File: src/rtl/move_step_ctrl.sv
// Push-button front end for the X/Y duty datapath: debounce, per-axis step/auto-repeat
// scheduling and saturating duty registers feeding the PWM stage.
module move_step_ctrl #(
    parameter int DUTY_W        = 6,
    parameter int STEP          = 4,
    parameter int DUTY_MAX      = 60,
    parameter int DB_CYCLES     = 50000,
    parameter int HOLD_CYCLES   = 25000000,
    parameter int REPEAT_CYCLES = 5000000
) (
    input  logic              sysclk,
    input  logic              Reset_Sw,
    input  logic              Bt_Up,
    input  logic              Bt_Down,
    input  logic              Bt_Left,
    input  logic              Bt_Right,
    output logic [DUTY_W-1:0] DC_X,
    output logic [DUTY_W-1:0] DC_Y,
    output logic              Step_X,
    output logic              Step_Y,
    output logic              Lim_X,
    output logic              Lim_Y
);

    localparam int DB_W    = $clog2(DB_CYCLES + 1);
    localparam int TMR_MAX = (HOLD_CYCLES > REPEAT_CYCLES) ? HOLD_CYCLES : REPEAT_CYCLES;
    localparam int TMR_W   = $clog2(TMR_MAX + 1);

    localparam logic [DB_W-1:0]  DB_LAST     = DB_W'(DB_CYCLES - 1);
    localparam logic [TMR_W-1:0] HOLD_LOAD   = TMR_W'(HOLD_CYCLES - 1);
    localparam logic [TMR_W-1:0] REPEAT_LOAD = TMR_W'(REPEAT_CYCLES - 1);
    localparam logic [DUTY_W:0]  STEP_EXT    = (DUTY_W + 1)'(STEP);
    localparam logic [DUTY_W:0]  MAX_EXT     = (DUTY_W + 1)'(DUTY_MAX);

    typedef enum logic [1:0] {IDLE, HOLD, REPEAT, LOCK} axis_state_t;

    // Button index: 0 Right (X+), 1 Left (X-), 2 Up (Y+), 3 Down (Y-)
    logic [3:0]      btn_raw;
    logic [3:0]      sync1;
    logic [3:0]      sync2;
    logic [3:0]      deb;
    logic [DB_W-1:0] db_cnt [4];

    logic [1:0]        pos_btn;
    logic [1:0]        neg_btn;
    axis_state_t       state    [2];
    axis_state_t       state_nx [2];
    logic [TMR_W-1:0]  tmr      [2];
    logic [TMR_W-1:0]  tmr_nx   [2];
    logic [DUTY_W-1:0] dc       [2];
    logic [DUTY_W-1:0] dc_nx    [2];
    logic [1:0]        dir;
    logic [1:0]        dir_nx;
    logic [1:0]        step_q;
    logic [1:0]        step_nx;

    assign btn_raw = {Bt_Down, Bt_Up, Bt_Left, Bt_Right};
    assign pos_btn = {deb[2], deb[0]};
    assign neg_btn = {deb[3], deb[1]};

    // Extended by one bit so neither direction can wrap before clamping
    function automatic logic [DUTY_W-1:0] step_duty(input logic [DUTY_W-1:0] cur,
                                                    input logic up);
        logic [DUTY_W:0] ext;
        logic [DUTY_W:0] wide;
        ext  = {1'b0, cur};
        wide = up ? (ext + STEP_EXT) : (ext - STEP_EXT);
        if (up && (wide > MAX_EXT))
            return MAX_EXT[DUTY_W-1:0];
        if (!up && (ext < STEP_EXT))
            return '0;
        return wide[DUTY_W-1:0];
    endfunction

    always_ff @(posedge sysclk or posedge Reset_Sw) begin
        if (Reset_Sw) begin
            sync1 <= '0;
            sync2 <= '0;
            deb   <= '0;
            for (int i = 0; i < 4; i++)
                db_cnt[i] <= '0;
        end else begin
            sync1 <= btn_raw;
            sync2 <= sync1;
            for (int i = 0; i < 4; i++) begin
                if (sync2[i] != deb[i]) begin
                    if (db_cnt[i] == DB_LAST) begin
                        deb[i]    <= ~deb[i];
                        db_cnt[i] <= '0;
                    end else begin
                        db_cnt[i] <= db_cnt[i] + 1'b1;
                    end
                end else begin
                    db_cnt[i] <= '0;
                end
            end
        end
    end

    always_ff @(posedge sysclk or posedge Reset_Sw) begin
        if (Reset_Sw) begin
            dir    <= '0;
            step_q <= '0;
            for (int a = 0; a < 2; a++) begin
                state[a] <= IDLE;
                tmr[a]   <= '0;
                dc[a]    <= '0;
            end
        end else begin
            dir    <= dir_nx;
            step_q <= step_nx;
            for (int a = 0; a < 2; a++) begin
                state[a] <= state_nx[a];
                tmr[a]   <= tmr_nx[a];
                dc[a]    <= dc_nx[a];
            end
        end
    end

    // dir records which button owns the axis while in HOLD/REPEAT (1 = pos)
    always_comb begin
        dir_nx  = dir;
        step_nx = '0;
        for (int a = 0; a < 2; a++) begin
            state_nx[a] = state[a];
            tmr_nx[a]   = (tmr[a] == '0) ? '0 : (tmr[a] - 1'b1);
            dc_nx[a]    = dc[a];
            case (state[a])
                IDLE: begin
                    if (pos_btn[a] && neg_btn[a]) begin
                        state_nx[a] = LOCK;
                    end else if (pos_btn[a] || neg_btn[a]) begin
                        step_nx[a]  = 1'b1;
                        dir_nx[a]   = pos_btn[a];
                        tmr_nx[a]   = HOLD_LOAD;
                        state_nx[a] = HOLD;
                    end
                end
                HOLD, REPEAT: begin
                    if (dir[a] ? neg_btn[a] : pos_btn[a]) begin
                        state_nx[a] = LOCK;
                    end else if (!(dir[a] ? pos_btn[a] : neg_btn[a])) begin
                        state_nx[a] = IDLE;
                    end else if (tmr[a] == '0) begin
                        step_nx[a]  = 1'b1;
                        tmr_nx[a]   = REPEAT_LOAD;
                        state_nx[a] = REPEAT;
                    end
                end
                LOCK: begin
                    if (!pos_btn[a] && !neg_btn[a])
                        state_nx[a] = IDLE;
                end
                default: state_nx[a] = IDLE;
            endcase
            if (step_nx[a])
                dc_nx[a] = step_duty(dc[a], dir_nx[a]);
        end
    end

    assign DC_X   = dc[0];
    assign DC_Y   = dc[1];
    assign Step_X = step_q[0];
    assign Step_Y = step_q[1];
    assign Lim_X  = (dc[0] == '0) || (dc[0] == MAX_EXT[DUTY_W-1:0]);
    assign Lim_Y  = (dc[1] == '0) || (dc[1] == MAX_EXT[DUTY_W-1:0]);

endmodule

File: config.mk
export PLATFORM = sky130hd
export DESIGN_NAME = move_step_ctrl
export DESIGN_NICKNAME = d
export VERILOG_FILES = /design/src/rtl/move_step_ctrl.sv
export SDC_FILE = /design/constraint.sdc
export NUM_CORES = 1
export LEC_CHECK = 0
export ABC_AREA = 1
export CAP_MARGIN = 10
export CORE_ASPECT_RATIO = 1.5
export CORE_MARGIN = 2
export CORE_UTILIZATION = 63
export DETAILED_ROUTE_END_ITERATION = 6
export PLACE_DENSITY_LB_ADDON = 0.05
export REMOVE_ABC_BUFFERS = 1
export SLEW_MARGIN = 10
export SYNTH_ARGS = -nofsm -noshare
export SYNTH_HDL_FRONTEND = slang
export SYNTH_SLANG_ARGS = --single-unit
File: constraint.sdc
create_clock -name sysclk -period 5.72 [get_ports sysclk]
set_clock_uncertainty 0.15 [all_clocks]
set_input_delay 1.144 -clock sysclk [delete_from_list [all_inputs] [get_ports sysclk]]
set_output_delay 1.144 -clock sysclk [all_outputs]
set_load 0.01 [all_outputs]
After elaboration in Yosys (flattened, before gate mapping)
Index checks and enable logic that the tools add are counted.
Storage, ports and cells
  register bits: 146
  bits in latches: 0
  bits in writable memories: 0
  ROM bits: 0
  memories: 0
Operators by class
  $add $sub $neg: 10
  multipliers: 0
  divide/modulo/power cells: 0
  order comparisons: 4
  equal/unequal tests: 22
  shift-type cells: 0
  multiplexer cells: 78
  bitwise logic cells: 4
  reduce and logical (&&, ||, !) cells: 32
Operators by type and width (count)
  25-bit 2-to-1 mux: 12
  16-bit 2-to-1 mux: 8
  25-bit case mux with 2 select lines: 2
  16-bit by 1-bit adder with 16-bit output, second input constant: 4
  16-bit == test, second input constant: 4
  25-bit logical NOT: 2
  25-bit by 1-bit subtractor with 25-bit output, second input constant: 2
  6-bit 2-to-1 mux: 8
  1-bit 2-to-1 mux: 30
  2-bit 2-to-1 mux: 12
  6-bit by 3-bit adder with 7-bit output, second input constant: 2
  7-bit by 6-bit > comparator with 1-bit output, second input constant: 2
  7-bit 2-to-1 mux: 2
  6-bit by 3-bit subtractor with 7-bit output, second input constant: 2
  6-bit == test, second input constant: 2
  6-bit logical NOT: 2
  6-bit by 3-bit < comparator with 1-bit output, second input constant: 2
  2-bit case mux with 3 select lines: 2
  2-bit == test, second input constant: 4
  1-bit logical AND: 8
  4-bit != test, second input constant: 2
  2-bit AND reduction: 4
  1-bit logical NOT: 6
  3-bit != test, second input constant: 2
  9 further kinds: 24

Longest topological paths before layout
Gate-level depths: netlist (run 1).
  depth after elaboration: 13
  gate-level depth with buffers: 12
  mapped depth without buffers: 12

Worst setup path before layout (run 1)
OpenSTA, ideal clock, no wires.
  path kind: register to output
  from: register dc (netlist bit DC_Y[2])
  to: output Lim_Y
  arrival: 1.094 ns
  setup slack: 3.332 ns
  stages on the path, launching flop included: 4
  cells stage by stage: dfrtp_1 -> inv_1 -> ha_1 -> a22o_1
On the way
  cells in the longest elaborated chain, start to end: 2
RTL lines
  from (decl): RTL line 50  | logic [DUTY_W-1:0] dc [2];
  from (signal, indexed assignment): RTL line 115  | dc[a] <= dc_nx[a];
  6-bit == test / 6-bit logical NOT (equally long branches): RTL line 166  | assign Lim_Y = (dc[1] == '0) || (dc[1] == MAX_EXT[DUTY_W-1:0]);
  1-bit logical OR (*): RTL line 166
  to (decl): RTL line 22  | output logic Lim_Y
Mark *: on every way between the ends. The rest lies on a longest branch, timed or not.

Worst setup path after layout (run 1)
Ends and elaborated chain as after synthesis.

==> results of run 1 <==
-- cell families after synthesis --
family                     Yosys count  synth area share
buffers and inverters              128           0.06070
xor gates and xnor gates            58           0.05910
AOI/OAI and AO/OA                   67           0.04905
other                                1         0.0004363
DFF                                142            0.4134
and+or+nand+nor                    673            0.3737
adders and majority gates           30           0.04367
-- metrics by stage --
| stage | utilization | cells |
|---|---|---|
| floorplan | - | 1091 |
| global placement | 0.6648 | 1271 |
| detailed placement | 0.6648 | 1271 |
| CTS | 0.7108 | 1303 |
| global route | 0.7108 | 1303 |
| finish | 0.7108 | 1303 |
-- cells in the mapped netlist, types with 2 or more instances --
cell      count
buf_6         3
nor3_1       30
dfrtp_1     142
o21ai_2       8
nand2_2      12
buf_2         3
nor3_2        9
xor2_1       39
or2_1         2
nor2_8        3
a21oi_1      14
xnor2_1      19
inv_2         8
a21o_1        2
nor3b_1       4
o21ai_0      12
nor2_4       13
nand3b_1      3
nor4_1        4
ha_1         30
nand3_1      92
nor2_2       21
o21ai_1      15
inv_1       108
nand2_4       6
and3_1        3
nand3_2       4
nand4_1      38
a22oi_1       2
buf_4         4
nor2_1      173
nand2_1     252
o21bai_1      8
-- cell type report --
class                      instances  area share
multi-input combinational        832      0.4757
sequential                       142      0.3730
inverter                         117     0.04662
clock buffer                      18     0.04610
tap                              162     0.02128
clock inverter                    14     0.01865
timing repair buffer              18     0.01865
-- report_power, final --
part	switching, mW	total, mW	internal [mW]
logic	0.0359	0.0479	0.0120
registers	0.00733	1.02	1.01
clock network	0.443	1.15	0.706
total	0.486	2.22	1.73
-- state kept, by name, summed over array words and instances (netlist names) --
| signal | count |
|---|---|
| db_cnt | 64 |
| tmr | 50 |
| DC_X | 4 |
| DC_Y | 4 |
| deb | 4 |
| state | 4 |
| sync1 | 4 |
| sync2 | 4 |
| dir | 2 |
| step_q | 2 |
-- final timing paths --
check / from / endpoint / slack, ps / depth (start not counted)
min in group asynchronous: Reset_Sw / db_cnt[9] / 1190 / 2
worst max register to register: tmr[25] / tmr[43] / 3350 / 11
worst min register to register: sync1[2] / sync2[2] / 210 / 0
worst max-delay path: DC_Y[2] / Lim_Y / 2450 / 4
max in group asynchronous: Reset_Sw / DC_X[4] / 3250 / 3
worst min-delay path: sync1[2] / sync2[2] / 210 / 0
-- cells in the final DEF (no fill, tap or decap), types with 4 or more instances in the layout --
cell             instances
inv_1                  107
xnor2_1                 19
nand2_2                 12
nor3_1                  30
ha_1                    30
nor2_2                  21
nor2_4                  13
nand3_1                 92
inv_2                    8
nand2_4                  6
nor3b_1                  4
clkbuf_16               17
conb_1                   4
o21ai_0                 12
dfrtp_1                142
nor4_1                   4
o21ai_1                 15
nor3_2                   9
xor2_1                  39
clkdlybuf4s50_1         17
a21oi_1                 14
nand2_1                252
nor2_1                 173
inv_6                    7
o21bai_1                 8
o21ai_2                  8
nand4_1                 38
nand3_2                  4
-- per-layer routing --
layer  track usage  share of wire  up-vias
met5             0              0        -
met4       0.09795          0.020        0
met3       0.03520          0.020       34
met2        0.4422           0.53      104
met1        0.3032           0.43     3331
li1              -              -     3599
==> summary.txt, run 1 <==
Result of the run = finished clean
Max_slew headroom = 0.3564
Tightest hold margin = 208.2 ps
TritonCTS Buffers = 17
Area growth syn-to-layout = 10.83%
Mapped Avg Cell Area = 7.821 um2
Required time at the endpoint of the critical path = 4430 ps
Total negative slack for setup checks = 0 ps
Count of warnings emitted by yosys = 0
Master of the slowest instance on the critical path = dfrtp_1
Count of clock tree sinks = 142
Remaining antenna violation count after routing = 0
Number of flip-flops and latches in the synthesized netlist = 142
Detailed-route via count = 7068
Cell class contributing the biggest share of worst-path delay = buffers and inverters
Post-layout instance area = 9527 um2
Max Slew Vio Count = 0
Die area = 14610 um2
Placer Congestion = 0.8595
Netlist area before placement = 8596 um2
Cell taking the most area after synthesis = dfrtp_1
Setup bufs post-CTS = 0
Overall power = 2.218 mW
Maximum frequency from static timing analysis = 305.3 MHz
Drt wl/cell = 13.17 um
IO Port Bufs = 17
Final min period = 3275 ps
Leakage power summed over all cells = 4.916 nW
Power density over the cells = 232.8 nW/um2
Number of top-level design ports = 22
Critical path buffer and inverter count = 2
Post-cts gate resize count = 0
Share of the clock period used by the worst path = 0.5726
Cell types with the largest area share after synthesis = dfrtp_1 (41%), nand2_1 (11%), nor2_1 (7.6%), nand3_1 (5.4%), inv_1 (4.7%)
Cell area after placement = 8910 um2
Capturing element type of the critical path = primary output
Cts-stage hold buffer count = 0
Number of nets in the final layout = 1164
Unrepaired setup endpoints after global routing = false
Cell at the root of the clock tree = clkbuf_16
Number of setup violations in the final report = 0
H-tree lvl count = 4
Total routing usage reported by global routing = 0.2492
Post-synth EDFFs = 0
Maximum VDD drop = 0.0001600 V
Nature of the critical path startpoint = flip-flop
Worst Setup Slack post-DPL = 2704 ps
Clock-pin slew on the worst setup and hold paths = 60 ps
Die extent in x = 99.38 um
Total area of sequential cells = 3553 um2
Dominant synthesized flop cell = dfrtp_1
Bufs on Longest Clock Path = 2
Synth async-reset ratio = 1.000
Max-capacitance violation count = 0
Start-to-end type of the worst setup path = reg -> out
Fraction of final layout cells with drive strength greater than 1 = 0.1096
Series of cell instances along the critical path = inv_1 > ha_1 > a22o_1 > clkdlybuf4s50_1
Cell variety after synth = 46
Area occupied by multi-input gates = 4532 um2
Final Hold Viols = 0
Fill cell count = 1096
Skew-Pair Late Insertion Delay = 420 ps
Pin slew with the least headroom to its limit = 965.5 ps
Antenna violations before repair = 0
Y dimension of the die = 147.1 um
Initial DRT Pass Iterations = 5
Synthesized netlist cell count = 1099
Via count normalized by instance count = 5.424
TritonCTS clock tree = built
Number of global-route vias before repair = 6848
Proportion of synthesized chip area in sequential cells = 0.4134
Top-area cell type share of the netlist area = 0.4134
Hold/Removal Path Class = reg -> reg
DRC violation count after routing = 0
Worst endpoint data arrival time = 1980 ps
Grt total ovfl = 0
First-pass GRT wire length = 30020 um
Pin count of the biggest net entering global routing = 113
Core region area = 13400 um2
Peak per-stage delay on the critical path = 470 ps
Number of DRC markers after the initial detailed-route iteration = 389
Half-perimeter wire length of the detailed placement result = 12380 um
Initial standard-cell utilization of the core = 0.6413
Routed wire length = 17170 um
Ant diodes = 0
Post-route setup slack = 2445 ps
Crit Path Max Fanout = 8
Floorplan row count = 52
(Power assumes the default switching activity.)
==> run 2, diff against run 1 <==
CORE_UTILIZATION = 57   (was 63)
clock period = 2.9 ns   (was 5.72 ns; I/O delays follow)
==> run 2 against run 1 <==
Sequential power up 98%. Via count down 0.86%. Critical endpoint unchanged. Hold slack lost 11 ps. Die area rose by 10%. Highest routed layer unchanged. Combinational power rose by 110%.
==> summary.txt, run 2 (synthesis gave the netlist of run 1 again) <==
Ant diodes = 0
Post-cts gate resize count = 0
Required time at the endpoint of the critical path = 2170 ps
IO Port Bufs = 17
Leading cell type in the layout, fill and taps excluded = nand2_1
Capturing element type of the critical path = primary output
Clock-pin slew on the worst setup and hold paths = 60 ps
Area occupied by multi-input gates = 4532 um2
Pin slew with the least headroom to its limit = 740.4 ps
Half-perimeter wire length of the detailed placement result = 12960 um
Largest Register = db_cnt
Placer Congestion = 0.8420
First-pass GRT wire length = 30820 um
Number of nets in the final layout = 1167
Peak per-stage delay on the critical path = 470 ps
Bufs on Longest Clock Path = 2
Setup bufs post-CTS = 0
TritonCTS clock tree = built
Most frequent cells in the layout = nand2_1 (252), nor2_1 (173), dfrtp_1 (142)
Max-capacitance violation count = 0
Count of clock tree sinks = 142
Detailed-routing wirelength on met1 = 7273 um
Number of top-level design ports = 22
Cell count after placement = 1311
TritonCTS Buffers = 17
Power density over the cells = 450.6 nW/um2
Met2 wire length = 9635 um
Share of the clock period used by the worst path = 0.9334
Amount of wire on met3 after detailed routing = 446 um
Fill cell count = 1347
Maximum frequency from static timing analysis = 369.4 MHz
Floorplan row count = 55
Slack of the worst reg-to-reg path = 700 ps
Hold/Removal Path Class = reg -> reg
Remaining antenna violation count after routing = 0
Top routing layer in use = met4
Result of the run = finished clean
Max FFs per register = 64
Max_slew headroom = 0.5064
Total area of sequential cells = 3553 um2
Cell class contributing the biggest share of worst-path delay = buffers and inverters
Nature of the critical path startpoint = flip-flop
Routed wire length = 17650 um
Drt wl/cell = 13.14 um
Final min period = 2707 ps
Leading registers by flop count = db_cnt x64, tmr x50
Crit Path Max Fanout = 8
Initial DRT Pass Iterations = 7
Detailed-route via count = 7007
Master of the slowest instance on the critical path = clkdlybuf4s50_1
Worst endpoint data arrival time = 1980 ps
Post-layout instance area = 9600 um2
Tightest hold margin = 197.4 ps
Cell area after placement = 9004 um2
Final Hold Viols = 0
Start-to-end type of the worst setup path = reg -> out
Antenna violations before repair = 0
Cts-stage hold buffer count = 0
Core region area = 14930 um2
Fraction of final layout cells with drive strength greater than 1 = 0.1119
Initial standard-cell utilization of the core = 0.5756
Critical path buffer and inverter count = 2
Die extent in x = 104.3 um
Pin count of the biggest net entering global routing = 50
Total routing usage reported by global routing = 0.2331
Die area = 16100 um2
Cell at the root of the clock tree = clkbuf_16
Via count normalized by instance count = 5.217
Area growth syn-to-layout = 11.69%
Unrepaired setup endpoints after global routing = false
Grt total ovfl = 0
Number of DRC markers after the initial detailed-route iteration = 311
Leakage power summed over all cells = 4.921 nW
Y dimension of the die = 154.4 um
Number of global-route vias before repair = 6835
Non-filler cells in the finished layout = 1343
DRC violation count after routing = 0
H-tree lvl count = 4
Maximum VDD drop = 0.0003006 V
Max Slew Vio Count = 0
Series of cell instances along the critical path = inv_1 > ha_1 > a22o_1 > clkdlybuf4s50_1
Skew-Pair Late Insertion Delay = 420 ps
Number of setup violations in the final report = 0
run 2: changes by cell type in the layout (fill, tap and decap cells not counted), sizes merged:
cell,change
buf,+3
inv,-5
clkbuf,-1
clkinv,+3
clkinvlp,+3
run 2: layout make-up:
class,instances,area share
multi-input combinational,832,0.4720
sequential,142,0.3701
inverter,117,0.04627
clock buffer,17,0.04431
tap,199,0.02594
timing repair buffer,21,0.02346
clock inverter,15,0.01785
run 2: worst paths after layout:
path | startpoint | cells after the start | endpoint
worst max-delay path | DC_Y[2] | 4 | Lim_Y
worst min-delay path | sync1[3] | 0 | sync2[3]
worst max register to register | deb[2] | 6 | tmr[14]
worst min register to register | sync1[3] | 0 | sync2[3]
max in group asynchronous | Reset_Sw | 3 | DC_X[2]
min in group asynchronous | Reset_Sw | 2 | db_cnt[3]
run 2: layer usage:
layer  vias to the layer above  global-route usage
li1                       3599                   -
met1                      3284              0.2665
met2                       103              0.4370
met3                        21             0.03793
met4                         0             0.07979
met5                         -                   0
run 2: metrics by stage:
| stage | util | total power, mW | TNS, ps | worst slack, ps |
|---|---|---|---|---|
| finish | 0.6429 | 4.326 | 0 | 193.0 |
| floorplan | - | 2.117 | -232820 | -1640 |
| global placement | 0.6029 | 2.158 | 0 | 666.3 |
| detailed placement | 0.6029 | 2.160 | 0 | 627.1 |
| CTS | 0.6429 | 4.386 | 0 | 161.2 |
| global route | 0.6429 | 4.473 | 0 | 105.1 |
run 2: power by group:
part / internal [mW] / switching (mW) / leakage [nW]
combinational: 0.0292 / 0.0726 / 2.68
clock: 1.35 / 0.861 / 0.285
sequential: 2.00 / 0.0149 / 1.96
total: 3.38 / 0.948 / 4.92
==> run 3, diff against run 2 <==
CORE_MARGIN = default   (was 2)
PLACE_DENSITY = 0.77   (was default)
PLACE_DENSITY_LB_ADDON = default   (was 0.05)
==> run 3 against run 2 <==
Hold slack improved by 7.3 ps. Wire length fell by 3.4%. Die area decreased by 3.2%. Via count increased by 0.29%. Clock-buffer cell count unchanged. Combinational power about the same. Critical path depth did not move. Utilization is 0.91 points higher. Largest power group unchanged. Highest routed layer unchanged.
==> summary.txt, run 3 (synthesis gave the netlist of run 1 again) <==
Instance count along the most critical hold path = 0
Leakage power summed over all cells = 4.916 nW
Largest Register = db_cnt
Max_slew headroom = 0.5181
Nature of the critical path startpoint = flip-flop
Post-route setup slack = 197.8 ps
First-pass GRT wire length = 29840 um
Pin slew with the least headroom to its limit = 722.9 ps
Hold/Removal Path Class = reg -> reg
Y dimension of the die = 152.4 um
Hold_sp = sync1[2]
TritonCTS clock tree = built
Peak per-stage delay on the critical path = 470 ps
Maximum frequency from static timing analysis = 370.1 MHz
Cts-stage hold buffer count = 0
Max-capacitance violation count = 0
Final core area utilization = 0.6520
Most frequent cells in the layout = nand2_1 (252), nor2_1 (173), dfrtp_1 (142)
Endpoint, Worst Hold = sync2[2]
IO Port Bufs = 17
Die extent in x = 102.3 um
Cell class contributing the biggest share of worst-path delay = buffers and inverters
Crit Path Max Fanout = 8
Worst endpoint data arrival time = 1970 ps
Worst reg2reg startpoint = deb[0]
Capturing element type of the critical path = primary output
Tightest hold margin = 204.7 ps
Number of setup violations in the final report = 0
Initial standard-cell utilization of the core = 0.5863
Number of DRC markers after the initial detailed-route iteration = 310
Remaining antenna violation count after routing = 0
Grt total ovfl = 0
H-tree lvl count = 4
Detailed-route via count = 7027
Start-to-end type of the worst setup path = reg -> out
Cell count after placement = 1309
Slack of the worst reg-to-reg path = 750 ps
Leading registers by flop count = db_cnt x64, tmr x50
Initial DRT Pass Iterations = 5
Max FFs per register = 64
Required time at the endpoint of the critical path = 2170 ps
Total routing usage reported by global routing = 0.2390
Core region area = 14660 um2
Setup bufs post-CTS = 0
Count of clock tree sinks = 142
Drt wl/cell = 12.71 um
Result of the run = finished clean
Placer Congestion = 0.8864
Number of nets in the final layout = 1168
Cell area after placement = 8995 um2
Post-cts gate resize count = 0
Number of top-level design ports = 22
Series of cell instances along the critical path = inv_1 > ha_1 > a22o_1 > clkdlybuf4s50_1
Fraction of final layout cells with drive strength greater than 1 = 0.1127
Non-filler cells in the finished layout = 1341
Number of cells on the worst reg-to-reg path = 7
Leading cell type in the layout, fill and taps excluded = nand2_1
Master of the slowest instance on the critical path = dfrtp_1
Floorplan row count = 54
Skew-Pair Late Insertion Delay = 430 ps
Unrepaired setup endpoints after global routing = false
Routed wire length = 17040 um
Antenna violations before repair = 0
Clock-pin slew on the worst setup and hold paths = 60 ps
Total negative slack for setup checks = 0 ps
Number of global-route vias before repair = 6914
Ant diodes = 0
Power density over the cells = 437.1 nW/um2
Final min period = 2702 ps
Max Slew Vio Count = 0
Half-perimeter wire length of the detailed placement result = 12410 um
Overall power = 4.178 mW
Final Hold Viols = 0
Pin count of the biggest net entering global routing = 47
Via count normalized by instance count = 5.240
Cell at the root of the clock tree = clkbuf_16
DRC violation count after routing = 0
Worst Setup Slack post-DPL = 633.8 ps
Die area = 15590 um2
Post-layout instance area = 9559 um2
Endpoint of the worst-slack reg-to-reg timing path = tmr[25]
Maximum VDD drop = 0.0003728 V
Critical path buffer and inverter count = 2
Share of the clock period used by the worst path = 0.9318
TritonCTS Buffers = 17
Bufs on Longest Clock Path = 2
Area growth syn-to-layout = 11.21%
[run 3: changes by cell type in the layout (fill, tap and decap cells not counted), sizes merged]
cell / previous run / this run
buf: 4 / 5
bufinv: 3 / 1
clkinv: 8 / 10
clkinvlp: 4 / 1
inv: 117 / 120
[run 3: cell type report]
type                            instances  area [um2]
Timing Repair Buffer                   22       220.2
Inverter                              117       444.2
Clock inverter                         15       138.9
Fill cell                            1256        5102
Clock buffer                           17       425.4
Multi-Input combinational cell        832        4532
Sequential cell                       142        3553
Tap cell                              196       245.2
[run 3: per-layer routing]
layer  global-route usage  part of all wire  wire (um)  up-vias
li1                     -                 -          -     3611
met3              0.03624             0.021        358       35
met1               0.2733              0.42       7185     3300
met5                    0                 0          0        -
met2               0.4346              0.54       9126       81
met4              0.09524             0.022        367        0
[run 3: worst max-delay path by stage]
stage	startpoint	end	slack, ps	cells after the start
2_1_floorplan	Reset_Sw	DC_X[2]	-1640	1
3_3_place_gp	DC_Y[2]	Lim_Y	660	4
3_5_place_dp	DC_Y[2]	Lim_Y	630	4
4_1_cts	DC_Y[2]	Lim_Y	180	4
5_1_grt	DC_Y[2]	Lim_Y	120	4
6_report	DC_Y[2]	Lim_Y	200	4
[run 3: power breakdown]
group | switching, mW | internal (mW) | total [mW] | leakage (nW)
Sequential | 0.0148 | 2.00 | 2.02 | 1.96
Clock | 0.872 | 1.19 | 2.06 | 0.280
Combinational | 0.0723 | 0.0284 | 0.101 | 2.68
